$ cat config.mk
export PLATFORM = sky130hd
export DESIGN_NAME = and_operand_loader
export DESIGN_NICKNAME = d
export VERILOG_FILES = /design/src/rtl/and_operand_loader.sv
export SDC_FILE = /design/constraint.sdc
export NUM_CORES = 1
export LEC_CHECK = 0
export BUFFER_PORTS_ARGS = -buffer_cell sky130_fd_sc_hd__buf_2
export CAP_MARGIN = 15
export CORE_ASPECT_RATIO = 0.8
export CORE_MARGIN = 1.5
export CORE_UTILIZATION = 52
export CTS_CLUSTER_DIAMETER = 100
export CTS_CLUSTER_SIZE = 25
export DETAILED_ROUTE_END_ITERATION = 6
export GPL_TIMING_DRIVEN = 0
export PLACE_DENSITY_LB_ADDON = 0.2
export SYNTH_ARGS = -nofsm -noshare
export SYNTH_HDL_FRONTEND = slang
export SYNTH_SLANG_ARGS = --single-unit
export TNS_END_PERCENT = 30
$ cat constraint.sdc
create_clock -name clk -period 5 [get_ports clk]
set_clock_uncertainty 0.1 [all_clocks]
set_input_delay 1 -clock clk [delete_from_list [all_inputs] [get_ports clk]]
set_output_delay 1 -clock clk [all_outputs]
set_load 0.005 [all_outputs]
$ cat src/rtl/and_operand_loader.sv
`default_nettype none
// ============================================================================
// Module      : and_operand_loader
// Description : Deserialises a bit-serial operand frame (a, then b, MSB-first)
//               into a parallel operand pair with a valid/ready output slot.
// Revision    : 1.0 - initial release
// ============================================================================
module and_operand_loader #(
    parameter int WIDTH = 4
) (
    input  logic             clk,
    input  logic             rst_n,
    input  logic             sin_valid,
    input  logic             sin_data,
    input  logic             sin_start,
    output logic             sin_ready,
    output logic [WIDTH-1:0] a,
    output logic [WIDTH-1:0] b,
    output logic             op_valid,
    input  logic             op_ready,
    output logic             frame_err
);

    localparam int C_FRAME_BITS = 2 * WIDTH;
    localparam int C_CNT_W      = (C_FRAME_BITS > 1) ? $clog2(C_FRAME_BITS) : 1;
    localparam logic [C_CNT_W-1:0] C_LAST_BIT = C_CNT_W'(C_FRAME_BITS - 1);
    localparam logic [C_CNT_W-1:0] C_CNT_ONE  = C_CNT_W'(1);

    typedef enum logic [1:0] {
        S_IDLE = 2'd0,
        S_LOAD = 2'd1,
        S_FULL = 2'd2
    } state_t;

    state_t                    r_state;
    state_t                    w_state_next;
    logic [C_CNT_W-1:0]        r_cnt;
    logic [C_CNT_W-1:0]        w_cnt_next;
    logic [C_FRAME_BITS-1:0]   r_shift;
    logic [C_FRAME_BITS-1:0]   w_shift_next;
    logic [C_FRAME_BITS-1:0]   w_frame;
    logic [C_FRAME_BITS-1:0]   w_first_bit;
    logic [WIDTH-1:0]          w_a_next;
    logic [WIDTH-1:0]          w_b_next;
    logic                      w_op_valid_next;
    logic                      w_frame_err_next;
    logic                      w_accept;
    logic                      w_take;

    assign sin_ready   = (r_state != S_FULL);
    assign w_accept    = sin_valid && sin_ready;
    assign w_take      = op_valid && op_ready;
    assign w_frame     = {r_shift[C_FRAME_BITS-2:0], sin_data};
    assign w_first_bit = {{(C_FRAME_BITS-1){1'b0}}, sin_data};

    always_ff @(posedge clk) begin
        if (!rst_n) begin
            r_state   <= S_IDLE;
            r_cnt     <= '0;
            r_shift   <= '0;
            a         <= '0;
            b         <= '0;
            op_valid  <= 1'b0;
            frame_err <= 1'b0;
        end else begin
            r_state   <= w_state_next;
            r_cnt     <= w_cnt_next;
            r_shift   <= w_shift_next;
            a         <= w_a_next;
            b         <= w_b_next;
            op_valid  <= w_op_valid_next;
            frame_err <= w_frame_err_next;
        end
    end

    always_comb begin
        w_state_next     = r_state;
        w_cnt_next       = r_cnt;
        w_shift_next     = r_shift;
        w_a_next         = a;
        w_b_next         = b;
        // A consumed pair empties the slot unless a new pair lands this edge.
        w_op_valid_next  = op_valid && !op_ready;
        w_frame_err_next = 1'b0;

        case (r_state)
            S_IDLE: begin
                if (w_accept) begin
                    if (sin_start) begin
                        w_shift_next = w_first_bit;
                        w_cnt_next   = C_CNT_ONE;
                        w_state_next = S_LOAD;
                    end else begin
                        w_frame_err_next = 1'b1;
                    end
                end
            end

            S_LOAD: begin
                if (w_accept) begin
                    if (sin_start) begin
                        w_shift_next     = w_first_bit;
                        w_cnt_next       = C_CNT_ONE;
                        w_frame_err_next = 1'b1;
                    end else if (r_cnt == C_LAST_BIT) begin
                        w_cnt_next = '0;
                        if (!op_valid || op_ready) begin
                            w_a_next        = w_frame[C_FRAME_BITS-1:WIDTH];
                            w_b_next        = w_frame[WIDTH-1:0];
                            w_op_valid_next = 1'b1;
                            w_state_next    = S_IDLE;
                        end else begin
                            w_shift_next = w_frame;
                            w_state_next = S_FULL;
                        end
                    end else begin
                        w_shift_next = w_frame;
                        w_cnt_next   = r_cnt + C_CNT_ONE;
                    end
                end
            end

            S_FULL: begin
                // Held frame moves into the slot the moment the old pair is taken.
                if (w_take) begin
                    w_a_next        = r_shift[C_FRAME_BITS-1:WIDTH];
                    w_b_next        = r_shift[WIDTH-1:0];
                    w_op_valid_next = 1'b1;
                    w_state_next    = S_IDLE;
                end
            end

            default: begin
                w_state_next = S_IDLE;
                w_cnt_next   = '0;
            end
        endcase
    end

endmodule
`default_nettype wire
==> impl.org <==
** Clocking
- TritonCTS built the clock tree.
- Number of gates resized after cts :: 0
- Clock root buffer :: sky130_fd_sc_hd__clkbuf_4
- Number of buffers between clock root and the deepest sink :: 2
- For the worst-skew pair, the clock arrives at the later sink with an insertion delay of ~0.32 ns.
- The clock drives 23 sinks.
- H-tree levels :: 1
- Total clock buffers created by CTS :: 3
- Clock-pin slew was measured on the worst setup and hold paths at 0.13 ns.
- Post-CTS Repair Setup Buffers :: 0
- In this run, post-CTS hold repair placed 0 buffers.

** Worst setup path
- Crit path max fanout :: 10
- The most critical setup path has its endpoint at sin_ready.
- Slowest-stage cell, CP :: sky130_fd_sc_hd__dfxtp_1
- On the worst path, the slowest cell contributes a delay of 0.38 ns.
- Critical path data required time :: 3.90 ns
- Number of cell instances on the worst register-to-register path :: 6
- RR Startpoint :: r_state[1]
- The most critical setup path has its startpoint at r_state[0].
- For flop-to-flop paths, the worst setup slack is 3.07 ns.
- Cell breakdown of the critical path :: inv_1 -> ha_1 -> buf_6 -> inv_4 -> buf_2 -> buf_2
- The most numerous cell type found on the critical path is sky130_fd_sc_hd__buf_2.
- Critical Path Sink Type :: output pin
- Start-to-end type of the worst setup path :: flop to output pin
- Reg-to-reg critical path endpoint :: a[3]
- Startpoint class of the critical path :: flop
- Data on the critical path arrives at its endpoint at 1.59 ns.

** Floorplan
- The initial utilization of the core area, before any placement, comes to 0.5653.
- Overall die width :: 58.09 um
- Area enclosed by the die boundary :: 2734 um^2
- Pin placement for this block handled 17 I/O pins.
- Core area :: 2233 um^2
- The die is 47.07 um tall.
- Row generation in the floorplan step produced 15 rows.

** Synth
- Yosys printed 0 warnings.
- Main combinational cell family by area after synthesis :: compound AO/OA/AOI/OAI gates
- Of the total synthesized cell area, the portion taken by AND, OR, NAND and NOR gates is 0.1764.
- After technology mapping, the gate count stands at roughly 140.
- Fraction of the mapped netlist area in adder cells :: 0.05946
- The synthesized design contains 23 register bits.
- In this run, distinct cell masters in the synthesized netlist total 33.
- Ys async rst share :: 0
- Number of nets in the synthesized netlist :: 148
- In the synthesized netlist the dominant register cell turns out to be sky130_fd_sc_hd__dfxtp_1.
- Measured against the total synthesized area, the mux share comes to 0.07136.
- Post-synth EDFFs :: 0
- A synthesized cell averages 9.283 um^2.
- After synthesis the cells add up to ~1300 um^2.
- Of the total synthesized cell area, the portion taken by XOR and XNOR cells is 0.
- The synthesized-area fraction occupied by ao, oa, aoi and oai cells came to 0.2696.
- Sequential element share of the synthesized area :: 0.3647

** GRT
- For this run the aggregate overflow at the end of global routing stands at 0.
- Vias in the first global route :: 979
- Maximum number of pins on one net before global-route repair :: 13
- The first global-routing pass estimated 4.464 mm of wire.
- Across every metal layer, demand over resource in global routing totals 0.2162.
- The initial antenna violation count is 0.

** Detailed routing
- Final Routed Wirelength :: about 2.8 mm
- For this block, the via count after detailed routing is 1,110.
- Number of search-and-repair iterations in the first detailed-routing pass :: 4
- Drc violations :: 0
- Dividing the detail-routed wire length by the instance count gives 15.37 um.
- After the first detailed-routing iteration, the DRC count stood at between 40 and 50.
- The count of nets left with antenna violations once routing finished came out at 0.
- Using the TritonRoute via totals, the vias-per-cell ratio works out to 6.167.

** Placed design
- Routability-driven placement finished with a final weighted congestion of around 0.9.
- Port buffering added 15 buffers.
- Placed Area :: 1369 um^2
- Counting tap cells, the placed design contains a total of between 150 and 200 instances.
- Placed wire-length estimate after detailed placement :: a little over 2 mm

** Finish
- Non-filler instance count after layout :: 180
- The number of antenna diodes in the final layout is 0.
- Cell area after layout :: 1395 um^2
- # nets final :: 168
- Commonest non-fill, non-tap cell in the layout :: sky130_fd_sc_hd__dfxtp_1
- Relative to the synthesized area, the layout overhead comes to 10.51%.
- In the final layout, the share of cells above drive strength 1 is 0.1871.
- In the layout the commonest cells are sky130_fd_sc_hd__dfxtp_1 (23), sky130_fd_sc_hd__buf_2 (18), sky130_fd_sc_hd__nand2_1 (15).

** Hold path
- Hold Path Origin :: r_shift[7]
- The worst hold path belongs to the class flop to flop.

** STA
- Setup repair after global routing left no endpoint under its margin.
- Headroom to the max-slew limit :: 0.6516
- Hold violation count in the final report :: 0
- The routed design could run at a clock period as short as 2.694 ns.
- After routing, the total negative slack on setup checks comes to 0 ns.
- Highest achievable clock rate :: 0.3713 GHz
- At the pin with the least slew margin, the transition time is between 0.5 and 0.6 ns.
- Final-report max-slew violation count :: 0
- Final period util :: 0.5387
- Total of endpoints with negative setup slack in the final report :: 0

** Power and ir drop
- In this run the static leakage power is around 0.00058 uW.
- The worst-case IR drop observed on VDD is between 0.00015 and 0.0002 V.
- Power Dens Cells :: 290.2 nW/um^2
- Power Total :: 404.8 uW

** Status
- Run status :: finished, final reports clean

** Run
- The tool flagged a number of max-cap violations equal to 0.
## state kept, by name (all words and copies together), names as in the netlist
name,count
a,4
b,4
r_cnt,3
r_state,2
op_valid,1
frame_err,1
r_shift,8
## synthesized netlist by cell type (4+ instances only)
master                      count  area share
sky130_fd_sc_hd__ha_1           6       0.059
sky130_fd_sc_hd__dfxtp_1       23        0.36
sky130_fd_sc_hd__o21ai_1        4       0.016
sky130_fd_sc_hd__nand3_1        8       0.032
sky130_fd_sc_hd__mux2i_1        9       0.071
sky130_fd_sc_hd__nor2_1         9       0.027
sky130_fd_sc_hd__nand2_1       15       0.045
sky130_fd_sc_hd__o221a_1        9       0.080
sky130_fd_sc_hd__a2bb2oi_1      8       0.056
sky130_fd_sc_hd__inv_1          4       0.012
sky130_fd_sc_hd__a21oi_1        5       0.020
sky130_fd_sc_hd__clkbuf_1       5       0.015
## worst min path at each step
stage,endpoint,cells after the start
5_1_grt,r_shift[7],2
2_1_floorplan,r_shift[7],2
4_1_cts,r_shift[7],2
3_3_place_gp,r_shift[7],2
6_report,r_shift[7],2
3_5_place_dp,r_shift[7],2
## stage by stage
| step | hold WS (ns) | util | setup slack [ns] |
|---|---|---|---|
| after global placement | 0.3439 | 0.6129 | 2.540 |
| final | 0.3778 | 0.6247 | 2.306 |
| after detailed placement | 0.3659 | 0.6129 | 2.517 |
| after global routing | 0.4047 | 0.6247 | 2.211 |
| after CTS | 0.3833 | 0.6247 | 2.312 |
| after floorplan | 0.3351 | - | 2.855 |
## layer usage
| layer | vias to the layer above | GRT usage | share of wire |
|---|---|---|---|
| li1 | 542 | - | - |
| met1 | 526 | 0.2869 | 0.47 |
| met2 | 37 | 0.3568 | 0.45 |
| met3 | 5 | 0.06336 | 0.065 |
| met4 | 0 | 0.04651 | 0.0098 |
| met5 | - | 0 | 0 |
## report_power, final
group / internal [uW] / leakage [uW] / total, uW / switching, uW
logic: 46.9 / 0.000384 / 120 / 73.5
registers: 189 / 0.000186 / 194 / 4.61
clock network: 31.3 / 0.0000150 / 90.5 / 59.2
## layout make-up
cell class	instances	area [um^2]
Buffer	10	52.55
Sequential cell	23	460.4
Timing Repair Buffer	15	75.07
Clock buffer	4	26.28
Inverter	5	21.27
Tap cell	25	31.28
Multi-Input combinational cell	98	728.2
Fill cell	190	838.3
## critical path: cells and delay by family, from the launching register on
family | cells | cell delay [ns]
fa+ha+maj | 1 | 0.22
buf+inv | 5 | 0.67
flops | 1 | 0.38
## kinds of logic (layout without fill, tap and decap cells)
logic type,count (synthesis),after routing
flip-flops,23,23
AND/OR/NAND/NOR,45,45
AO/OA/AOI/OAI,38,38
adder cells (fa/ha/maj),6,6
buffers and inverters,15,34
multiplexers,9,9
No activity file was read; power rests on OpenSTA's default activity.
